===== config.mk =====
export PLATFORM = sky130hd
export DESIGN_NAME = rainbow_hue_seq
export DESIGN_NICKNAME = d
export VERILOG_FILES = /design/src/rtl/rainbow_pkg.sv /design/src/rtl/rainbow_hue_seq_step_timer.sv /design/src/rtl/rainbow_hue_seq.sv
export SDC_FILE = /design/constraint.sdc
export NUM_CORES = 1
export LEC_CHECK = 0
export BUFFER_PORTS_ARGS = -buffer_cell sky130_fd_sc_hd__buf_4
export CORE_ASPECT_RATIO = 1.4
export CORE_MARGIN = 3
export CORE_UTILIZATION = 39
export CTS_CLUSTER_DIAMETER = 40
export DETAILED_ROUTE_END_ITERATION = 10
export PLACE_DENSITY = 0.61
export RECOVER_POWER = 50
export SETUP_SLACK_MARGIN = 0.15
export SYNTH_ARGS = -nofsm -noshare
export SYNTH_HDL_FRONTEND = slang
export SYNTH_SLANG_ARGS = --single-unit

===== constraint.sdc =====
create_clock -name clk -period 5.71 [get_ports clk]
set_input_delay 1.142 -clock clk [delete_from_list [all_inputs] [get_ports clk]]
set_output_delay 1.142 -clock clk [all_outputs]
set_load 0.02 [all_outputs]

===== src/rtl/rainbow_pkg.sv =====
// Colour wheel definitions shared by the hue sequencer and the blur driver.
// Colours are active-low RGB: bit2 = R, bit1 = B, bit0 = G.
package rainbow_pkg;

    localparam int N_BASE = 6;

    localparam logic [2:0] RED     = 3'b011;
    localparam logic [2:0] YELLOW  = 3'b010;
    localparam logic [2:0] GREEN   = 3'b110;
    localparam logic [2:0] CYAN    = 3'b100;
    localparam logic [2:0] BLUE    = 3'b101;
    localparam logic [2:0] MAGENTA = 3'b001;

    typedef enum logic {
        S_OFFER = 1'b0,
        S_WAIT  = 1'b1
    } seq_state_t;

    // Base colour for wheel position 0..5; out-of-range indices fall back to RED.
    function automatic logic [2:0] wheel_color(input logic [2:0] idx);
        case (idx)
            3'd0:    wheel_color = RED;
            3'd1:    wheel_color = YELLOW;
            3'd2:    wheel_color = GREEN;
            3'd3:    wheel_color = CYAN;
            3'd4:    wheel_color = BLUE;
            3'd5:    wheel_color = MAGENTA;
            default: wheel_color = RED;
        endcase
    endfunction

    // Next wheel position, wrapping after the last base colour.
    function automatic logic [2:0] next_idx(input logic [2:0] idx);
        if (idx == 3'(N_BASE - 1)) next_idx = 3'd0;
        else                       next_idx = idx + 3'd1;
    endfunction

endpackage


===== src/rtl/rainbow_hue_seq_step_timer.sv =====
// Step pacing counter: counts enabled cycles and flags the last one of a step.
module step_timer #(
    parameter int STEP_TICKS = 240000
) (
    input  logic clk,
    input  logic rst_n,
    input  logic clear,
    input  logic enable,
    output logic done
);

    localparam int TW = (STEP_TICKS > 1) ? $clog2(STEP_TICKS) : 1;
    localparam logic [TW-1:0] LAST = TW'(STEP_TICKS - 1);

    logic [TW-1:0] cnt;

    // Count enabled cycles; restart from zero on clear or after the last tick.
    always_ff @(posedge clk) begin
        if (!rst_n) begin
            cnt <= '0;
        end else if (clear) begin
            cnt <= '0;
        end else if (enable) begin
            if (cnt == LAST) cnt <= '0;
            else             cnt <= cnt + TW'(1);
        end
    end

    assign done = (cnt == LAST) && enable;

endmodule


===== src/rtl/rainbow_hue_seq.sv =====
// Hue sequencer: walks the six-colour wheel and offers each blend step
// {past colour, future colour, past bias} to the blur driver over valid/ready.
//
//  state   | meaning
//  --------+-------------------------------------------------------------
//  S_OFFER | step_valid high, outputs frozen until the driver takes them
//  S_WAIT  | step_valid low, timer runs while enable is high
module rainbow_hue_seq
    import rainbow_pkg::*;
#(
    parameter int TICKS_PER_US = 12,
    parameter int STEP_US      = 20000,
    parameter int STEP_TICKS   = TICKS_PER_US * STEP_US,
    parameter int N_STEPS      = 50,
    parameter int BW           = $clog2(N_STEPS + 1)
) (
    input  logic          clk,
    input  logic          rst_n,
    input  logic          enable,
    input  logic          step_ready,
    output logic          step_valid,
    output logic [2:0]    p_color,
    output logic [2:0]    f_color,
    output logic [BW-1:0] p_bias,
    output logic [2:0]    base_idx,
    output logic          cycle_done
);

    localparam logic [BW-1:0] BIAS_MAX = BW'(N_STEPS);

    seq_state_t state;
    logic       accept;
    logic       tick_en;
    logic       tick_done;
    logic [2:0] idx_next;

    assign accept   = (state == S_OFFER) && step_valid && step_ready;
    assign tick_en  = (state == S_WAIT) && enable;
    assign idx_next = next_idx(base_idx);

    step_timer #(
        .STEP_TICKS (STEP_TICKS)
    ) u_timer (
        .clk    (clk),
        .rst_n  (rst_n),
        .clear  (accept),
        .enable (tick_en),
        .done   (tick_done)
    );

    // Offer/wait sequencing with the bias/hue advance on the wait->offer edge.
    always_ff @(posedge clk) begin
        if (!rst_n) begin
            state      <= S_OFFER;
            step_valid <= 1'b1;
            base_idx   <= 3'd0;
            p_color    <= RED;
            f_color    <= YELLOW;
            p_bias     <= BIAS_MAX;
            cycle_done <= 1'b0;
        end else begin
            cycle_done <= 1'b0;
            case (state)
                S_OFFER: begin
                    if (accept) begin
                        state      <= S_WAIT;
                        step_valid <= 1'b0;
                    end
                end
                S_WAIT: begin
                    if (tick_done) begin
                        state      <= S_OFFER;
                        step_valid <= 1'b1;
                        if (p_bias > BW'(1)) begin
                            p_bias <= p_bias - BW'(1);
                        end else begin
                            // Bias 0 would equal the next base at full bias, so move on instead.
                            p_bias     <= BIAS_MAX;
                            base_idx   <= idx_next;
                            p_color    <= wheel_color(idx_next);
                            f_color    <= wheel_color(next_idx(idx_next));
                            cycle_done <= (base_idx == 3'(N_BASE - 1));
                        end
                    end
                end
                default: begin
                    state      <= S_OFFER;
                    step_valid <= 1'b1;
                end
            endcase
        end
    end

endmodule


Yosys cells after proc, flatten, opt, wreduce, memory -nomap -nowiden
Index checks and enable logic that the tools add are counted.
{"block": "word_totals", "register_bits": 36, "inputBits": 4, "out_inout_bits": 17, "elab_cells": 56}
{"block": "op_classes", "add_sub_neg": 4, "n_lt_le_gt_ge": 1, "eq_ne": 14, "n_mux": 16, "bitwise": 4, "reduce_logical": 9}
{"operator": "$pmux W3 S5", "n": 2}
{"operator": "$add A18 B1 Y18 const B", "n": 1}
{"operator": "$eq A18 B18 Y1 const B", "n": 1}
{"operator": "$mux W18", "n": 1}
{"operator": "$mux W3", "n": 6}
{"operator": "$eq A3 B3 Y1 const B", "n": 5}
{"operator": "$eq A3 B2 Y1 const B", "n": 4}
{"operator": "$add A3 B1 Y3 const B", "n": 2}
{"operator": "$eq A3 B1 Y1 const B", "n": 2}
{"operator": "$gt A6 B1 Y1 const B", "n": 1}
{"operator": "$mux W6", "n": 1}
{"operator": "$sub A6 B1 Y6 const B", "n": 1}
{"operator": "$logic_and A1 B1 Y1", "n": 4}
{"operator": "$mux W1", "n": 4}
{"operator": "$not A1 Y1", "n": 4}
{"operator": "$pmux W1 S2", "n": 2}
{"operator": "$reduce_and A2 Y1", "n": 2}
{"operator": "$reduce_or A4 Y1", "n": 1}
{"operator": "$reduce_and A3 Y1", "n": 1}
{"operator": "$ne A2 B1 Y1 const B", "n": 1}
{"operator": "$ne A2 B2 Y1 const B", "n": 1}
{"operator": "$reduce_or A2 Y1", "n": 1}

Logic depth before layout (Yosys ltp)
Gate-level depths: netlist of the first run.
{"block": "depth", "word_depth": 10, "depth_mapped": 8}

Modules after synthesis
A second synthesis of the first run with hierarchy kept.
{"block": "unflattened", "cells_unflattened": 205, "area_unflattened_um2": 1899.3}
{"mod": "step_timer", "instances": 1, "cells_per_inst": 100, "area_per_inst_um2": 964.7, "seq_area_each_um2": 360.3}
{"mod": "rainbow_hue_seq", "instances": 1, "cells_per_inst": 105, "area_per_inst_um2": 934.6, "seq_area_each_um2": 360.3}

Least setup slack after synthesis of the first run
No wires, ideal clock.
{"block": "synth_timing", "path_kind": "input-to-reg", "from": "input enable", "to": "register u_timer.cnt[17]", "setup_time_ns": 0.070, "t_arrival_ns": 2.502, "required_time_ns": 5.640, "setup_slack_ns": 3.138, "stages": 5, "n_path_buf": 1, "path_cell_list": "nand3_1 -> or4b_1 -> clkbuf_1 -> or4_1 -> a21oi_1"}
{"block": "synth_via", "elab_chain_cells": 1}
{"element": "start, declared", "line_no": "rainbow_hue_seq.sv:19", "rtl": "input logic enable,"}
{"element": "$logic_and A1 B1 Y1", "line_no": "rainbow_hue_seq.sv:38", "rtl": "assign tick_en = (state == S_WAIT) && enable;"}
{"element": "end signal, assigned", "line_no": "rainbow_hue_seq_step_timer.sv:25", "rtl": "else cnt <= cnt + TW'(1);"}
{"element": "end, declared", "line_no": "rainbow_hue_seq_step_timer.sv:15", "rtl": "logic [TW-1:0] cnt;"}
No other way between the ends.
A chain may end at the register's enable or synchronous reset.

Worst setup path in the final report of the first run
{"block": "layout_timing", "from": "input enable", "to": "register u_timer.cnt[7]"}
The elaborated chain is that of the path after synthesis.

==> results.ini, run 1 <==
[worst_hold_path]
hold_path_class = reg -> reg
whs_path_depth = 2

[die]
dieArea_sq_mm = 0.005529
core_sq_mm = 0.004344
die_w_microns = 63.71
die_h_microns = 86.79
row_count = 28
initial_core_util_pct = 41.85
ioPinCount = 21

[timing]
fin_skew_ns = 0.004638
finalMaxSlewViolations = 0
worst_pin_slew_ns = 1.058
setup_violations = 0
rsz0062_at_grt = no
fin_tns_setup_ns = 0
finalHoldViolations = 0
period_minus_slack_ns = 2.989
fmax_mhz = 334.6
post-route-period-util_pct = 52.34
relSlewSlack_pct = 28.78

[place]
hpwl_microns = 2754
portBuffers = 20
gp_congestion = 0.8442

[cts]
root_buffer = clkbuf_8
cts_made_buffers = 5
clk_pin_slew_ns = 0.07
cts-resized-gates = 0
cts_hold_buf = 0
cts_setup_buffers = 0
clock_latency_ns = 0.28
cts_max_path_buffers = 2
cts.sinks = 36
htreeDepth = 2
cts_tree = done

[yosys]
synth_area_sq_mm = 0.001818
yosys_warnings = 0
syn_inst = 214
avgSynthCellArea_sq_um = 8.495
synth-edff-count = 0
synthArstFlopShare_pct = 0
yosys_register_bits = 36
ys_seq_area_share_pct = 39.64
synthesis.nets = 222
synth_cell_types = 49
synth_ff_type = dfxtp_1

[finish]
layout-drive-gt1-share_pct = 7.328
nFillCells = 478
area_growth_pct = 10.12
layout.nets = 239
n_antenna_cell = 0

[pwr]
ir_worst_vdd_v = 0.0001729
power_density_mw_per_mm2 = 225.1
p_leak_nw = 0.6614
total_power_uw = 450.7

[global_routing]
grt_max_degree = 22
antenna_found_initial = 0
grt_use_total_pct = 15.06
grt_pass1_vias = 1447
grt_overflow = 0
grt_first_pass_wirelength_microns = 6644

[worst_setup_path]
crit_fanout = 17
slowest_delay_ns = 0.80
worstSetupPathType = in -> reg
critPathLaunchType = input pin
crit_cells = 5
rr_worst_depth = 5
worstPathRequired_ns = 5.85
path_buf_inv = 1
crit_arrival_ns = 3.13
cp_top_family = simple AND/OR/NAND/NOR gates
end_kind = flop
cp_cell_sequence = clkbuf_1 -> and4_1 -> nand4_1 -> o21ai_2 -> nor2_1
cpMaxStageDelayCell = o21ai_2

[detailed_routing]
drc = 0
vias = 1586
routed_wl_microns = 3922
first_iter_violations = 130
via_per_inst = 5.432
detail-route-antenna-nets = 0
first_pass_iters = 6
wire_per_inst_microns = 13.43

[status]
status = completed

[run]
maxCapViolCount = 0

[cell usage after synthesis (2+ instances only)]
library cell / number / share of area (%)
nand2_1: 18 / 3.7
ha_1: 4 / 2.8
buf_4: 2 / 0.83
o31ai_1: 3 / 1.2
clkbuf_1: 5 / 1.0
o311ai_0: 2 / 0.96
nor4_1: 2 / 0.69
nor3_1: 5 / 1.4
nor2_1: 15 / 3.1
dfxtp_1: 36 / 40
a21boi_0: 3 / 1.2
and2_1: 2 / 0.69
nand3_1: 10 / 2.8
or4_1: 4 / 1.7
and4_1: 5 / 2.4
a41o_1: 2 / 1.1
inv_1: 8 / 1.7
nand4_1: 7 / 2.4
xor2_1: 7 / 3.4
nor2b_1: 3 / 1.0
o21ai_0: 19 / 5.2
o211a_1: 2 / 1.1
or2_2: 2 / 0.69
xnor2_1: 3 / 1.4
or3_1: 7 / 2.4
a21oi_1: 14 / 3.9
o211ai_1: 2 / 0.83
[cell type report]
| cell class | instances | area (sq um) | share of cell area, % |
|---|---|---|---|
| Tap cell | 60 | 75.07 | 3.750 |
| Sequential cell | 36 | 720.7 | 36.00 |
| Clock buffer | 8 | 90.09 | 4.500 |
| Multi-Input combinational cell | 160 | 1003 | 50.12 |
| Inverter | 8 | 30.03 | 1.500 |
| Timing Repair Buffer | 20 | 82.58 | 4.125 |
[worst paths after layout]
path,start,end,slack (ns)
max,enable,u_timer.cnt[7],2.72
min reg2reg,u_timer.cnt[1],u_timer.cnt[1],0.48
min,u_timer.cnt[1],u_timer.cnt[1],0.48
max reg2reg,u_timer.cnt[0],u_timer.cnt[7],3.21
[sequential cells by signal (all words and copies together) (netlist names)]
register / cells
u_timer.cnt: 18
state: 1
f_color: 3
p_bias: 6
cycle_done: 1
p_color: 3
step_valid: 1
base_idx: 3
[placed cells by master, fill, tap and decap left out, drive strengths merged, types with 2 or more instances in the layout]
cell type,synthesis,final
a21oi,14,14
o311ai,2,2
buf,2,2
o21ai,20,20
a21boi,4,4
a41o,2,2
dfxtp,36,36
xnor2,3,3
nand3,10,10
or4,5,5
nor4,2,2
nor2,15,15
nand4,7,7
and2,2,2
inv,8,8
and4,6,6
or4b,2,2
o31ai,3,3
ha,4,4
o211a,2,2
or2,2,2
nor2b,3,3
o211ai,2,2
nor3,5,5
xor2,7,7
nand2,18,18
or3,8,8
clkbuf,7,26
[stage by stage]
step	hold slack, ns	setup slack, ns	instance area (sq um)	util [%]	std cells
floorplan	0.4474	3.138	1818	-	214
global placement	0.4595	2.524	1979	45.56	284
detailed placement	0.4770	2.470	1979	45.56	284
CTS	0.4861	2.765	2069	47.64	292
global route	0.5055	2.503	2002	46.08	292
finish	0.4821	2.721	2002	46.08	292
[logic make-up (layout without fill, tap and decap cells)]
family	Yosys count	after routing	synth area share (%)
xor gates and xnor gates	10	10	4.818
AOI/OAI and AO/OA	57	57	20.30
DFF	36	36	39.64
adders and majority gates	4	4	2.753
and+or+nand+nor	89	89	27.32
buffers and inverters	18	36	5.161
[power by group]
| part | internal (mW) | switching, mW | total [mW] |
|---|---|---|---|
| clock network | 0.0984 | 0.0846 | 0.183 |
| registers | 0.253 | 0.00229 | 0.255 |
| logic | 0.00404 | 0.00871 | 0.0128 |
| total | 0.355 | 0.0956 | 0.451 |
[worst register-to-register path, cell delays in order, from the launching register on]
cell	delay [ns]
dfxtp_1	0.37
ha_1	0.18
and4_1	0.33
nand4_1	0.56
o21ai_2	0.80
nor2_1	0.12
[metal layers]
layer	GRT usage (%)	up-vias	wire, microns
met1	18.41	728	1838
met2	24.71	29	1894
met4	6.287	0	44
met3	4.280	4	145
li1	-	825	-
met5	0	-	0
Note: power is estimated with default switching activity, not from simulation.
==> inputs of run 2 (changes only) <==
--- a/config.mk
+++ b/config.mk
@@ -5,13 +5,14 @@
 export SDC_FILE = /design/constraint.sdc
 export NUM_CORES = 1
 export LEC_CHECK = 0
+export ABC_AREA = 1
 export BUFFER_PORTS_ARGS = -buffer_cell sky130_fd_sc_hd__buf_4
 export CORE_ASPECT_RATIO = 1.4
 export CORE_MARGIN = 3
 export CORE_UTILIZATION = 39
 export CTS_CLUSTER_DIAMETER = 40
 export DETAILED_ROUTE_END_ITERATION = 10
-export PLACE_DENSITY = 0.61
+export PLACE_DENSITY = 0.63
 export RECOVER_POWER = 50
 export SETUP_SLACK_MARGIN = 0.15
 export SYNTH_ARGS = -nofsm -noshare
==> constraint.sdc (replaced) <==
create_clock -name clk -period 2.5 [get_ports clk]
set_input_delay 0.5 -clock clk [delete_from_list [all_inputs] [get_ports clk]]
set_output_delay 0.5 -clock clk [all_outputs]
set_load 0.02 [all_outputs]
==> run 2 against run 1 <==
  * Final area increased by 14%
  * Global-route usage rose by 2.6 points
  * Hold slack got worse by 0.0098 ns
  * Utilization decreased by 0.22 points
  * Combinational power rose to 3.7 times the previous value
  * Sequential power increased by 130%
  * Highest routed layer unchanged
  * Non-clock buffer count is 1 higher
  * Largest cell class unchanged
  * Power is 130% higher
  * Die area grew 13%
  * Critical path depth increased by 4
  * Synthesized cell count rose by 53%
  * First-iteration DRC count shrank 15%
==> results.ini, run 2 <==
[global_routing]
grt_pass1_vias = 1879  ; was 1447
grt_overflow = 0  ; unchanged
grt_max_degree = 19  ; was 22
grt_first_pass_wirelength_microns = 8590  ; was 6644 microns
grt_use_total_pct = 17.65  ; was 15.06%
antenna_found_initial = 0  ; unchanged

[timing]
whs_ns = 0.4723  ; was 0.4821 ns
fmax_mhz = 507.2
relSlewSlack_pct = 69.61  ; was 28.78%
period_minus_slack_ns = 1.972
setup_ws_ns = 0.5285  ; was 2.721 ns
fin_skew_ns = 0.007836  ; was 0.004638 ns
finalHoldViolations = 0  ; unchanged
worst_pin_slew_ns = 0.4553  ; was 1.058 ns
setup_violations = 0  ; unchanged
finalMaxSlewViolations = 0  ; unchanged
fin_tns_setup_ns = 0  ; unchanged
post-route-period-util_pct = 78.86
rsz0062_at_grt = no  ; unchanged

[detailed_routing]
vias = 2050  ; was 1586
drc = 0  ; unchanged
routed_wl_microns = 4995  ; was 3922 microns
first_iter_violations = 110  ; was 130
detail-route-antenna-nets = 0  ; unchanged
first_pass_iters = 4  ; was 6
via_per_inst = 4.964  ; was 5.432
wire_per_inst_microns = 12.09  ; was 13.43 microns

[finish]
layout-drive-gt1-share_pct = 6.590  ; was 7.328%
largest_reg_flops = 18  ; unchanged
top_register = u_timer.cnt  ; unchanged
final_cell_mix = nand2_1 (81), nor2_1 (58), inv_1 (41)  ; was dfxtp_1 (36), clkbuf_1 (20), o21ai_0 (19)
n_antenna_cell = 0  ; unchanged
layout_commonest_cell = nand2_1  ; was dfxtp_1
layout.nets = 356  ; was 239
fin_util_pct = 45.86  ; was 46.08%
area_growth_pct = 10.17  ; was 10.12%
top_regs = u_timer.cnt (18), p_bias (6)  ; unchanged

[pwr]
power_frac_comb_pct = 4.5  ; was 2.8%
ir_worst_vdd_v = 0.0002098  ; was 0.0001729 V
pwr-share-seq_pct = 55.1  ; was 56.6%
p_sw_uw = 241.5  ; was 95.58 uW
pwr-share-clk_pct = 40.4  ; was 40.6%
intPower_uw = 816.6  ; was 355.1 uW
switching_share_pct = 22.82  ; was 21.21%
power_density_mw_per_mm2 = 462.1  ; was 225.1 mW/mm^2
p_leak_nw = 0.9298  ; was 0.6614 nW

[die]
ioPinCount = 21  ; unchanged
core_sq_mm = 0.004992  ; was 0.004344 sq mm
die_h_microns = 92.38  ; was 86.79 microns
row_count = 30  ; was 28
initial_core_util_pct = 41.63  ; was 41.85%
dieArea_sq_mm = 0.006253  ; was 0.005529 sq mm
die_w_microns = 67.70  ; was 63.71 microns

[worst_setup_path]
crit_arrival_ns = 2.20  ; was 3.13 ns
end_kind = flop  ; unchanged
worstSetupPathType = reg -> reg  ; was in -> reg
cp_cell_sequence = ha_1 -> nand3_1 -> nor2_1 -> nand2_1 -> nor2_4 -> nand3_2 -> inv_1 -> nand2_1 -> nand3_1  ; was clkbuf_1 -> and4_1 -> nand4_1 -> o21ai_2 -> nor2_1
cpMaxStageDelayCell = dfxtp_1  ; was o21ai_2
rr_worst_depth = 9  ; was 5
critPathLaunchType = flop  ; was input pin
crit_fanout = 11  ; was 17
reg2reg_slack_ns = 0.53  ; was 3.21 ns
slowest_delay_ns = 0.39  ; was 0.80 ns
reg2reg_to = f_color[1]  ; was u_timer.cnt[7]
reg2reg_from = u_timer.cnt[0]  ; unchanged
worstPathRequired_ns = 2.73  ; was 5.85 ns

[yosys]
yosys_register_bits = 36  ; unchanged
synth.most_common_cell = nand2_1  ; was dfxtp_1
synth_ff_type = dfxtp_1  ; unchanged
ys_seq_area_share_pct = 34.68  ; was 39.64%
syn_inst = 327  ; was 214
synthesis.nets = 335  ; was 222
yosys-top-cells-area = dfxtp_1 (35%), nand2_1 (15%), nor2_1 (10%)  ; was dfxtp_1 (40%), o21ai_0 (5.2%), a21oi_1 (3.9%)
synth_cell_types = 26  ; was 49
synth-edff-count = 0  ; unchanged
synth_area_sq_mm = 0.002078  ; was 0.001818 sq mm
synthArstFlopShare_pct = 0  ; unchanged
synthTopCellsByCount = nand2_1 (81), nor2_1 (57), inv_1 (41)  ; was dfxtp_1 (36), o21ai_0 (19), nand2_1 (18)
avgSynthCellArea_sq_um = 6.355  ; was 8.495 sq um
yosys_warnings = 0  ; unchanged
post-synth-top-area-fraction_pct = 34.68  ; was 39.64%
yosys.area.top_type = dfxtp_1  ; unchanged

[worst_hold_path]
min_to = p_color[1]  ; was u_timer.cnt[1]
whs_path_depth = 2  ; unchanged
hold_path_class = reg -> reg  ; unchanged
min-delay-start = p_color[1]  ; was u_timer.cnt[1]

[cts]
cts_max_path_buffers = 2  ; unchanged
clock_latency_ns = 0.28  ; about the same
cts_tree = done  ; unchanged
cts_setup_buffers = 0  ; unchanged
root_buffer = clkbuf_8  ; unchanged
cts.sinks = 36  ; unchanged
clk_pin_slew_ns = 0.07  ; about the same
cts-resized-gates = 0  ; unchanged
cts_made_buffers = 5  ; unchanged
htreeDepth = 2  ; unchanged
cts_hold_buf = 0  ; unchanged

[run]
maxCapViolCount = 0  ; unchanged

[status]
status = completed  ; unchanged

[place]
portBuffers = 20  ; unchanged
hpwl_microns = 3849  ; was 2754 microns
preCtsSetupSlack_ns = 0.6503  ; was 2.470 ns
gp_congestion = 0.8678  ; was 0.8442

[run 2: final cells by class]
cell class / instances / area [sq um]
clock buffer: 8 / 90.09
timing repair buffer: 21 / 93.84
inverter: 43 / 161.4
sequential: 36 / 720.7
tap: 64 / 80.08
multi-input combinational: 241 / 1144
fill: 564 / 2703
[run 2: worst max-delay path by stage]
stage / slack [ns] / start / endpoint
CTS: 0.66 / u_timer.cnt[0] / u_timer.cnt[9]
floorplan: 0.89 / base_idx[2] / f_color[1]
global route: 0.29 / u_timer.cnt[0] / f_color[1]
finish: 0.53 / u_timer.cnt[0] / f_color[1]
detailed placement: 0.65 / enable / u_timer.cnt[9]
global placement: 0.72 / enable / u_timer.cnt[9]
[run 2: logic make-up (layout without fill, tap and decap cells)]
family / Yosys count / count (layout) / share of synthesized area (%)
buffers and inverters: 50 / 72 / 9.693
adder cells (fa/ha/maj): 4 / 4 / 2.408
AND/OR/NAND/NOR: 209 / 209 / 44.73
XOR/XNOR: 8 / 8 / 3.372
AO/OA/AOI/OAI: 20 / 20 / 5.117
flip-flops: 36 / 36 / 34.68
[run 2: stage by stage]
stage               total power [mW]  std cells  area [sq um]
floorplan                     0.6284        327          2078
global placement              0.6452        405          2276
detailed placement            0.6454        405          2276
CTS                            1.074        413          2366
global route                   1.105        413          2290
finish                         1.058        413          2290
[run 2: critical path: cells and delay by family, from the launching register on]
kind	cells	cell delay, ns
DFF	1	0.39
adders and majority gates	1	0.21
buffers and inverters	1	0.18
and+or+nand+nor	7	1.14
[run 2: per-layer routing]
metal	share of wire (%)	up-vias	routed length [microns]	track usage, %
li1	-	1079	-	-
met1	44	939	2192	20.76
met2	51	25	2540	31.44
met3	3.5	7	176	2.913
met4	1.7	0	86	5.584
met5	0	-	0	0
[run 2: power groups by stage]
stage	logic (mW)	clock network, mW	registers (mW)
after floorplan	0.0315	0	0.597
after global placement	0.0490	0	0.596
after detailed placement	0.0490	0	0.596
after CTS	0.0494	0.442	0.583
after global routing	0.0551	0.466	0.584
final	0.0474	0.428	0.583
